`src/rtl/sn_bus_writer.sv`:
```
// Bus master for the SN76489-compatible core: turns register-write commands into
// latch/data bytes and drives pd/web with setup, strobe (READY-stretched) and hold phases.
module sn_bus_writer #(
  parameter int unsigned SETUP_CYC   = 2,
  parameter int unsigned PULSE_CYC   = 4,
  parameter int unsigned HOLD_CYC    = 2,
  parameter int unsigned TIMEOUT_CYC = 255
) (
  input  logic       clk,
  input  logic       rst_n,
  input  logic       cmd_valid,
  output logic       cmd_ready,
  input  logic [2:0] cmd_addr,
  input  logic [9:0] cmd_value,
  output logic [7:0] pd,
  output logic       web,
  input  logic       ready,
  output logic       busy,
  output logic       timeout
);

  localparam int unsigned STROBE_MAX = PULSE_CYC + TIMEOUT_CYC;
  localparam int unsigned SH_MAX     = (SETUP_CYC > HOLD_CYC) ? SETUP_CYC : HOLD_CYC;
  localparam int unsigned CNT_MAX    = (STROBE_MAX > SH_MAX) ? STROBE_MAX : SH_MAX;
  localparam int unsigned CW         = $clog2(CNT_MAX + 1);

  localparam logic [CW-1:0] SETUP_LAST  = CW'(SETUP_CYC - 1);
  localparam logic [CW-1:0] PULSE_LAST  = CW'(PULSE_CYC - 1);
  localparam logic [CW-1:0] STROBE_LAST = CW'(STROBE_MAX - 1);
  localparam logic [CW-1:0] HOLD_LAST   = CW'(HOLD_CYC - 1);

  typedef enum logic [1:0] {
    IDLE   = 2'd0,
    SETUP  = 2'd1,
    STROBE = 2'd2,
    HOLD   = 2'd3
  } state_e;

  state_e        state_q, state_d;
  logic [CW-1:0] cnt_q, cnt_d;
  logic [7:0]    pd_q, pd_d;
  logic [7:0]    data_q, data_d;
  logic          pending_q, pending_d;
  logic          web_q, busy_q, cmd_ready_q, timeout_q, timeout_d;

  // Noise control (cc=3, t=0) carries only 3 value bits; bit 3 of its latch byte is 0.
  function automatic logic [7:0] latch_byte(input logic [2:0] addr, input logic [9:0] value);
    logic [3:0] d;
    if (addr == 3'b110) begin
      d = {1'b0, value[2:0]};
    end else begin
      d = value[3:0];
    end
    return {1'b1, addr, d};
  endfunction

  function automatic logic is_tone(input logic [2:0] addr);
    return (addr[0] == 1'b0) && (addr[2:1] != 2'd3);
  endfunction

  // Next-state, counter and byte-staging logic.
  always_comb begin
    state_d   = state_q;
    cnt_d     = cnt_q + {{(CW-1){1'b0}}, 1'b1};
    pd_d      = pd_q;
    data_d    = data_q;
    pending_d = pending_q;
    timeout_d = 1'b0;
    case (state_q)
      IDLE: begin
        cnt_d = '0;
        if (cmd_valid) begin
          state_d   = SETUP;
          pd_d      = latch_byte(cmd_addr, cmd_value);
          data_d    = {2'b00, cmd_value[9:4]};
          pending_d = is_tone(cmd_addr);
        end else begin
          state_d = IDLE;
        end
      end
      SETUP: begin
        if (cnt_q == SETUP_LAST) begin
          state_d = STROBE;
          cnt_d   = '0;
        end else begin
          state_d = SETUP;
        end
      end
      STROBE: begin
        // A late READY on the very last allowed cycle still counts as a normal finish.
        if ((cnt_q >= PULSE_LAST) && ready) begin
          state_d = HOLD;
          cnt_d   = '0;
        end else if (cnt_q == STROBE_LAST) begin
          state_d   = HOLD;
          cnt_d     = '0;
          timeout_d = 1'b1;
          pending_d = 1'b0;
        end else begin
          state_d = STROBE;
        end
      end
      HOLD: begin
        if (cnt_q == HOLD_LAST) begin
          cnt_d = '0;
          if (pending_q) begin
            state_d   = SETUP;
            pd_d      = data_q;
            pending_d = 1'b0;
          end else begin
            state_d = IDLE;
          end
        end else begin
          state_d = HOLD;
        end
      end
      default: begin
        state_d   = IDLE;
        cnt_d     = '0;
        pending_d = 1'b0;
      end
    endcase
  end

  // State, datapath and registered outputs (outputs follow the next state).
  always_ff @(posedge clk) begin
    if (!rst_n) begin
      state_q     <= IDLE;
      cnt_q       <= '0;
      pd_q        <= 8'h00;
      data_q      <= 8'h00;
      pending_q   <= 1'b0;
      web_q       <= 1'b1;
      busy_q      <= 1'b0;
      cmd_ready_q <= 1'b1;
      timeout_q   <= 1'b0;
    end else begin
      state_q     <= state_d;
      cnt_q       <= cnt_d;
      pd_q        <= pd_d;
      data_q      <= data_d;
      pending_q   <= pending_d;
      web_q       <= (state_d != STROBE);
      busy_q      <= (state_d != IDLE);
      cmd_ready_q <= (state_d == IDLE);
      timeout_q   <= timeout_d;
    end
  end

  assign pd        = pd_q;
  assign web       = web_q;
  assign busy      = busy_q;
  assign cmd_ready = cmd_ready_q;
  assign timeout   = timeout_q;

endmodule

```
`config.mk`:
```
export PLATFORM = sky130hd
export DESIGN_NAME = sn_bus_writer
export DESIGN_NICKNAME = d
export VERILOG_FILES = /design/src/rtl/sn_bus_writer.sv
export SDC_FILE = /design/constraint.sdc
export NUM_CORES = 1
export LEC_CHECK = 0
export ABC_AREA = 1
export BUFFER_PORTS_ARGS = -buffer_cell sky130_fd_sc_hd__buf_2
export CORE_ASPECT_RATIO = 1.1
export CORE_UTILIZATION = 45
export DETAILED_ROUTE_END_ITERATION = 8
export GPL_TIMING_DRIVEN = 1
export PLACE_DENSITY = 0.68
export SYNTH_ARGS = -nofsm -noshare
export SYNTH_HDL_FRONTEND = slang
export SYNTH_SLANG_ARGS = --single-unit
```
`constraint.sdc`:
```
create_clock -name clk -period 1.8 [get_ports clk]
set_clock_uncertainty 0.1 [all_clocks]
set_input_delay 0.18 -clock clk [delete_from_list [all_inputs] [get_ports clk]]
set_output_delay 0.18 -clock clk [all_outputs]
set_load 0.1 [all_outputs]
```
* Yosys cells after proc, flatten, opt, wreduce, memory -nomap -nowiden
Cells that the tools add are included.
** Word-level totals
- Input port bits :: 17
- Flip-flop bits (word level) :: 30
- Logic and storage cells :: 61
- Output and inout port bits :: 12
** Operators by class
- Eq/ne operators :: 13
- Order comparisons :: 1
- Add/subtract/negate cells :: 1
- Muxes and demuxes :: 22
- Bitwise operators :: 3
- Reductions and logical operators :: 12
** Operator list (number)
- 9-bit 2-to-1 mux :: 3
- 9-bit case mux with 3 select lines :: 1
- 8-bit 2-to-1 mux :: 3
- 8-bit case mux with 2 select lines :: 1
- 2-bit inequality test, second input constant :: 7
- 9-bit by 1-bit adder with 9-bit output, second input constant :: 1
- 9-bit by 1-bit == test with 1-bit output, second input constant :: 1
- 9-bit == test, second input constant :: 1
- 9-bit by 2-bit greater-or-equal comparator with 1-bit output, second input constant :: 1
- 1-bit 2-to-1 mux :: 9
- 2-bit case mux with 4 select lines :: 1
- 5-bit AND reduction :: 1
- 2-bit == test, second input constant :: 2
- 2-bit zero test :: 2
- 2-bit 2-to-1 mux :: 2
- 4-bit 2-to-1 mux :: 1
- 4-bit AND reduction :: 1
- 2-bit nonzero test :: 2
- 3-bit == test, second input constant :: 1
- 1-bit inverter :: 3
- 1-bit case mux with 3 select lines :: 1
- 3-bit nonzero test :: 1
- 3-bit OR reduction :: 1
- 2-bit by 1-bit == test with 1-bit output, second input constant :: 1
- 3 further kinds :: 4

* Depth between registers and ports, before layout
- Word-level depth :: 5
- Mapped depth :: 11

* Worst setup path before layout
OpenSTA, ideal clock, no wires.
- Path type :: reg-to-reg
- Start point :: register cnt_q[0]
- End point :: register cnt_q[8]
- Stages on the path, launching flop included :: 8
- Period minus slack after synthesis :: 1.402 ns
- Data arrival time :: 1.186 ns
- Buffers on the path :: 0
- Library setup time :: 0.116 ns
- Setup slack :: 0.398 ns
- Path through :: dfxtp_1 ha_1 nand2_1 nor2_1 nand3_1 nand3b_1 xor2_1 nor2_1
** Between the ends
- Cells in the longest elaborated chain, start to end :: 4
- Elaborated cells on any way between the ends :: 9
- Classes of those cells :: add/sub: 1; order compare: 1; eq/ne: 2; mux: 4; reduce/logical: 1
** Ends and longest elaborated chain
- start: declaration :: RTL line 40 : logic [CW-1:0] cnt_q, cnt_d;
- start signal: assignment :: RTL line 139 : cnt_q <= cnt_d;
- 9-bit by 1-bit adder with 9-bit output, or another cell as far along :: RTL line 64 : cnt_d = cnt_q + {{(CW-1){1'b0}}, 1'b1};
- 9-bit 2-to-1 mux or 1-bit logical AND (tied branches) :: RTL line 94, 91
- 9-bit 2-to-1 mux :: RTL line 91 : if ((cnt_q >= PULSE_LAST) && ready) begin
- 9-bit case mux with 3 select lines * :: RTL line 69 : case (state_q)
Mark *: on every way between the ends. The rest lies on a longest branch, timed or not.
A chain may end at the register's enable or synchronous reset.

* Worst setup path in the final report
- Start point :: register cnt_q[0]
- End point :: register pd_q[2] (netlist: pd[2])
** Between the ends
- Cells in the longest elaborated chain, start to end :: 3
** Ends and longest elaborated chain
- 9-bit by 1-bit == test with 1-bit output :: RTL line 104 : if (cnt_q == HOLD_LAST) begin
- 2-bit inequality test (no line)
- 4-bit AND reduction (no line)
- end signal: assignment :: RTL line 140 : pd_q <= pd_d;
- end: declaration :: RTL line 41 : logic [7:0] pd_q, pd_d;
Every way passes these cells.

==> results by group <==
Clock network
  – Clock Sinks: 30
  – CTS H-tree lvls: 2
  – CTS tree: yes
  – CTS Buf Count: 5
  – Cts hold-fix bufs: 0
  – Postcts setup bufs: 0
  – Latest clock arrival within the worst-skew pair: 0.32 ns
  – Post-CTS resize count: 0
  – Root Buffer: clkbuf_4
  – CTS max path bufs: 2
  – Worst-path clk slew: 0.09 ns

Setup path
  – Worst setup EP type: register
  – Critical-path maximum fanout: 13
  – Worst Setup Start Kind: register
  – CP max stage delay: 0.41 ns
  – Worst EP required: 1.91 ns
  – Critical Path AT: 1.74 ns
  – Crit path kind: register to register
  – Crit path cell chain: ha_1 > nand3_1 > o21ai_2 > nand3_2 > o21ai_0 > a21oi_1
  – Worst path slowest cell: dfxtp_1

Synthesis
  – Async S/R FF share, synth: 0%
  – Synth warn: 0
  – Synth Instances: 188
  – Avg Cell Area, Syn: 7.23 um^2
  – Netlist cell types: 23
  – Post-Syn Nets: 208
  – Seq/Total Area, Yosys: 44.2%
  – Synth Area in Simple Gates: 24.1%
  – Largest family of logic cells by synthesized area: simple AND/OR/NAND/NOR gates
  – XOR/XNOR Fraction of Synth Area: 2.58%
  – Cell with the most instances after synthesis: nand2_1
  – Post-synth top cells: nand2_1, dfxtp_1, inv_1
  – Adder-cell share of the synthesized area: 2.76%
  – Area contributors post-synth: dfxtp_1, nand2_1, inv_1
  – Yosys reg bits: 30
  – Cell area after synthesis: 1360 um^2
  – Post-synthesis mux area share: 0%
  – Main flop type after synthesis: dfxtp_1
  – Synth area leader: dfxtp_1
  – EDFF count, synth: 0
  – Area fraction in compound gates after synthesis: 15.8%
  – Synth top area share: 44.2%

Timing
  – Final setup violation count: 0
  – WHS: 0.0336 ns
  – Final Hold Vio Count: 0
  – Worst-margin pin slew: 0.496 ns
  – Unrepaired setup endpoints after global routing: false
  – Tmin final: 1.63 ns
  – Total negative setup slack: 0 ns
  – Max Slew Vio Count: 0
  – Fin crit share: 90.3%
  – Fmax: 615 MHz
  – Slew headroom: 66.9%

Placement
  – DP HPWL: 2.14 mm
  – Port Buffers: 28
  – Final GP Congestion: 0.803
  – Placed insts: 245

Drt
  – Initial DRC Count: 47
  – Post-route antenna net violation count: 0
  – Post-route DRC violation count: 0
  – DRT Pass-1 Iters: 4
  – DR vias: 1274
  – Routed len/inst: 11.1 um
  – DR vias/cell: 5.04
  – Drt total wl: 2.80 mm

Power and ir drop
  – Logic gate share of total power: 24.4%
  – Pint: 976 uW
  – Clock group share of total power: 27.3%
  – Lkg Pwr: 0.744 nW
  – PwrDens: 962 nW/um^2
  – Sw Pwr: 541 uW
  – Flop pwr share: 48.3%
  – Max VDD drop: 0.000721 V
  – Sw Share: 35.7%

Global routing
  – Total global-route track usage: 20.2%
  – Initial antenna violation count: 0
  – M2 GR Usage: 34.1%
  – Largest net degree at the start of global routing: 18
  – Met1 usage: 21.6%
  – First-pass GRT wire length: 4.58 mm
  – Vias in the first global route: 1166
  – Busiest grt layer: met2
  – Final global-route overflow total: 0
  – Grt met3 use: 8.46%

Floorplan
  – Die ar.: 3240 um^2
  – Chip height: 59.6 um
  – Die X-Extent: 54.4 um
  – Core Box Area: 2830 um^2
  – I/O pins: 29
  – # rows: 20
  – Starting Density: 48.1%

Final layout
  – # fillers: 275
  – Register Area: 601 um^2
  – Final #Nets: 239
  – Synthesis-to-layout area growth: 16.1%
  – Multi-input logic area: 616 um^2
  – Fin cells: 253
  – Antenna Cells: 0
  – Layout Utilization: 55.8%
  – Share of layout cells above drive strength 1: 20.9%

Hold path
  – Worst Hold Class: primary input to register

Run status
  – Outcome: completed

Run
  – Max-cap violations: 0
[final timing paths]
check	start	end	slack, ns	cells past startpoint
max	cnt_q[0]	pd[2]	0.17	6
max reg2reg	cnt_q[0]	pd[2]	0.17	6
min	cmd_value[8]	data_q[4]	0.03	3
min reg2reg	pd[2]	pd[2]	0.35	2
[through the flow]
step	total power, mW	setup WS [ns]	instance area (um^2)
2_1_floorplan	1.05	0.398	1360
3_3_place_gp	1.11	0.259	1520
3_5_place_dp	1.12	0.180	1520
4_1_cts	1.53	0.166	1580
5_1_grt	1.60	0.0186	1580
6_report	1.52	0.174	1580
[kinds of logic after synthesis]
| group | after synthesis |
|---|---|
| flops | 30 |
| fa+ha+maj | 3 |
| buf+inv | 35 |
| compound gates | 39 |
| simple gates | 77 |
| xor+xnor | 4 |
[cell type report]
type / count / share of cell area [%]
inverter: 30 / 7.14
sequential: 30 / 38.1
clock buffer: 7 / 3.49
clock inverter: 1 / 0.317
tap: 33 / 2.62
timing repair buffer: 29 / 9.36
multi-input combinational: 123 / 39.0
[registers in the layout (all words and copies together) (netlist names)]
| register | count |
|---|---|
| pending_q | 1 |
| busy | 1 |
| pd | 8 |
| web | 1 |
| timeout | 1 |
| state_q | 2 |
| cmd_ready | 1 |
| data_q | 6 |
| cnt_q | 9 |
[metal layers]
metal | up-vias | wire length [um]
met5 | - | 0
met2 | 41 | 1390
met3 | 4 | 164
li1 | 657 | -
met1 | 572 | 1220
met4 | 0 | 27
[power groups by stage]
stage               clock, mW  combinational (mW)  sequential (mW)
finish                  0.415               0.370            0.732
detailed placement          0               0.370            0.748
global route            0.461               0.399            0.738
CTS                     0.430               0.371            0.732
floorplan                   0               0.125            0.930
global placement            0               0.366            0.745
[worst max-delay path: cells and delay by family (launching register included)]
family	cells	cell delay, ns
AO/OA/AOI/OAI	3	0.47
flip-flops	1	0.41
AND/OR/NAND/NOR	2	0.36
adder cells (fa/ha/maj)	1	0.17
[placed cells by master (no fill, tap or decap), drive strengths merged]
| cell type | count |
|---|---|
| nand2 | 36 |
| dfxtp | 30 |
| inv | 30 |
| buf | 29 |
| nor2 | 25 |
| o21ai | 20 |
| a21oi | 17 |
| nand3 | 8 |
| clkbuf | 7 |
| nor3 | 4 |
| xor2 | 4 |
| nand4 | 3 |
| ha | 3 |
| o21bai | 1 |
| nand3b | 1 |
| o211ai | 1 |
| clkinv | 1 |
No activity file was read; power rests on OpenSTA's default activity.
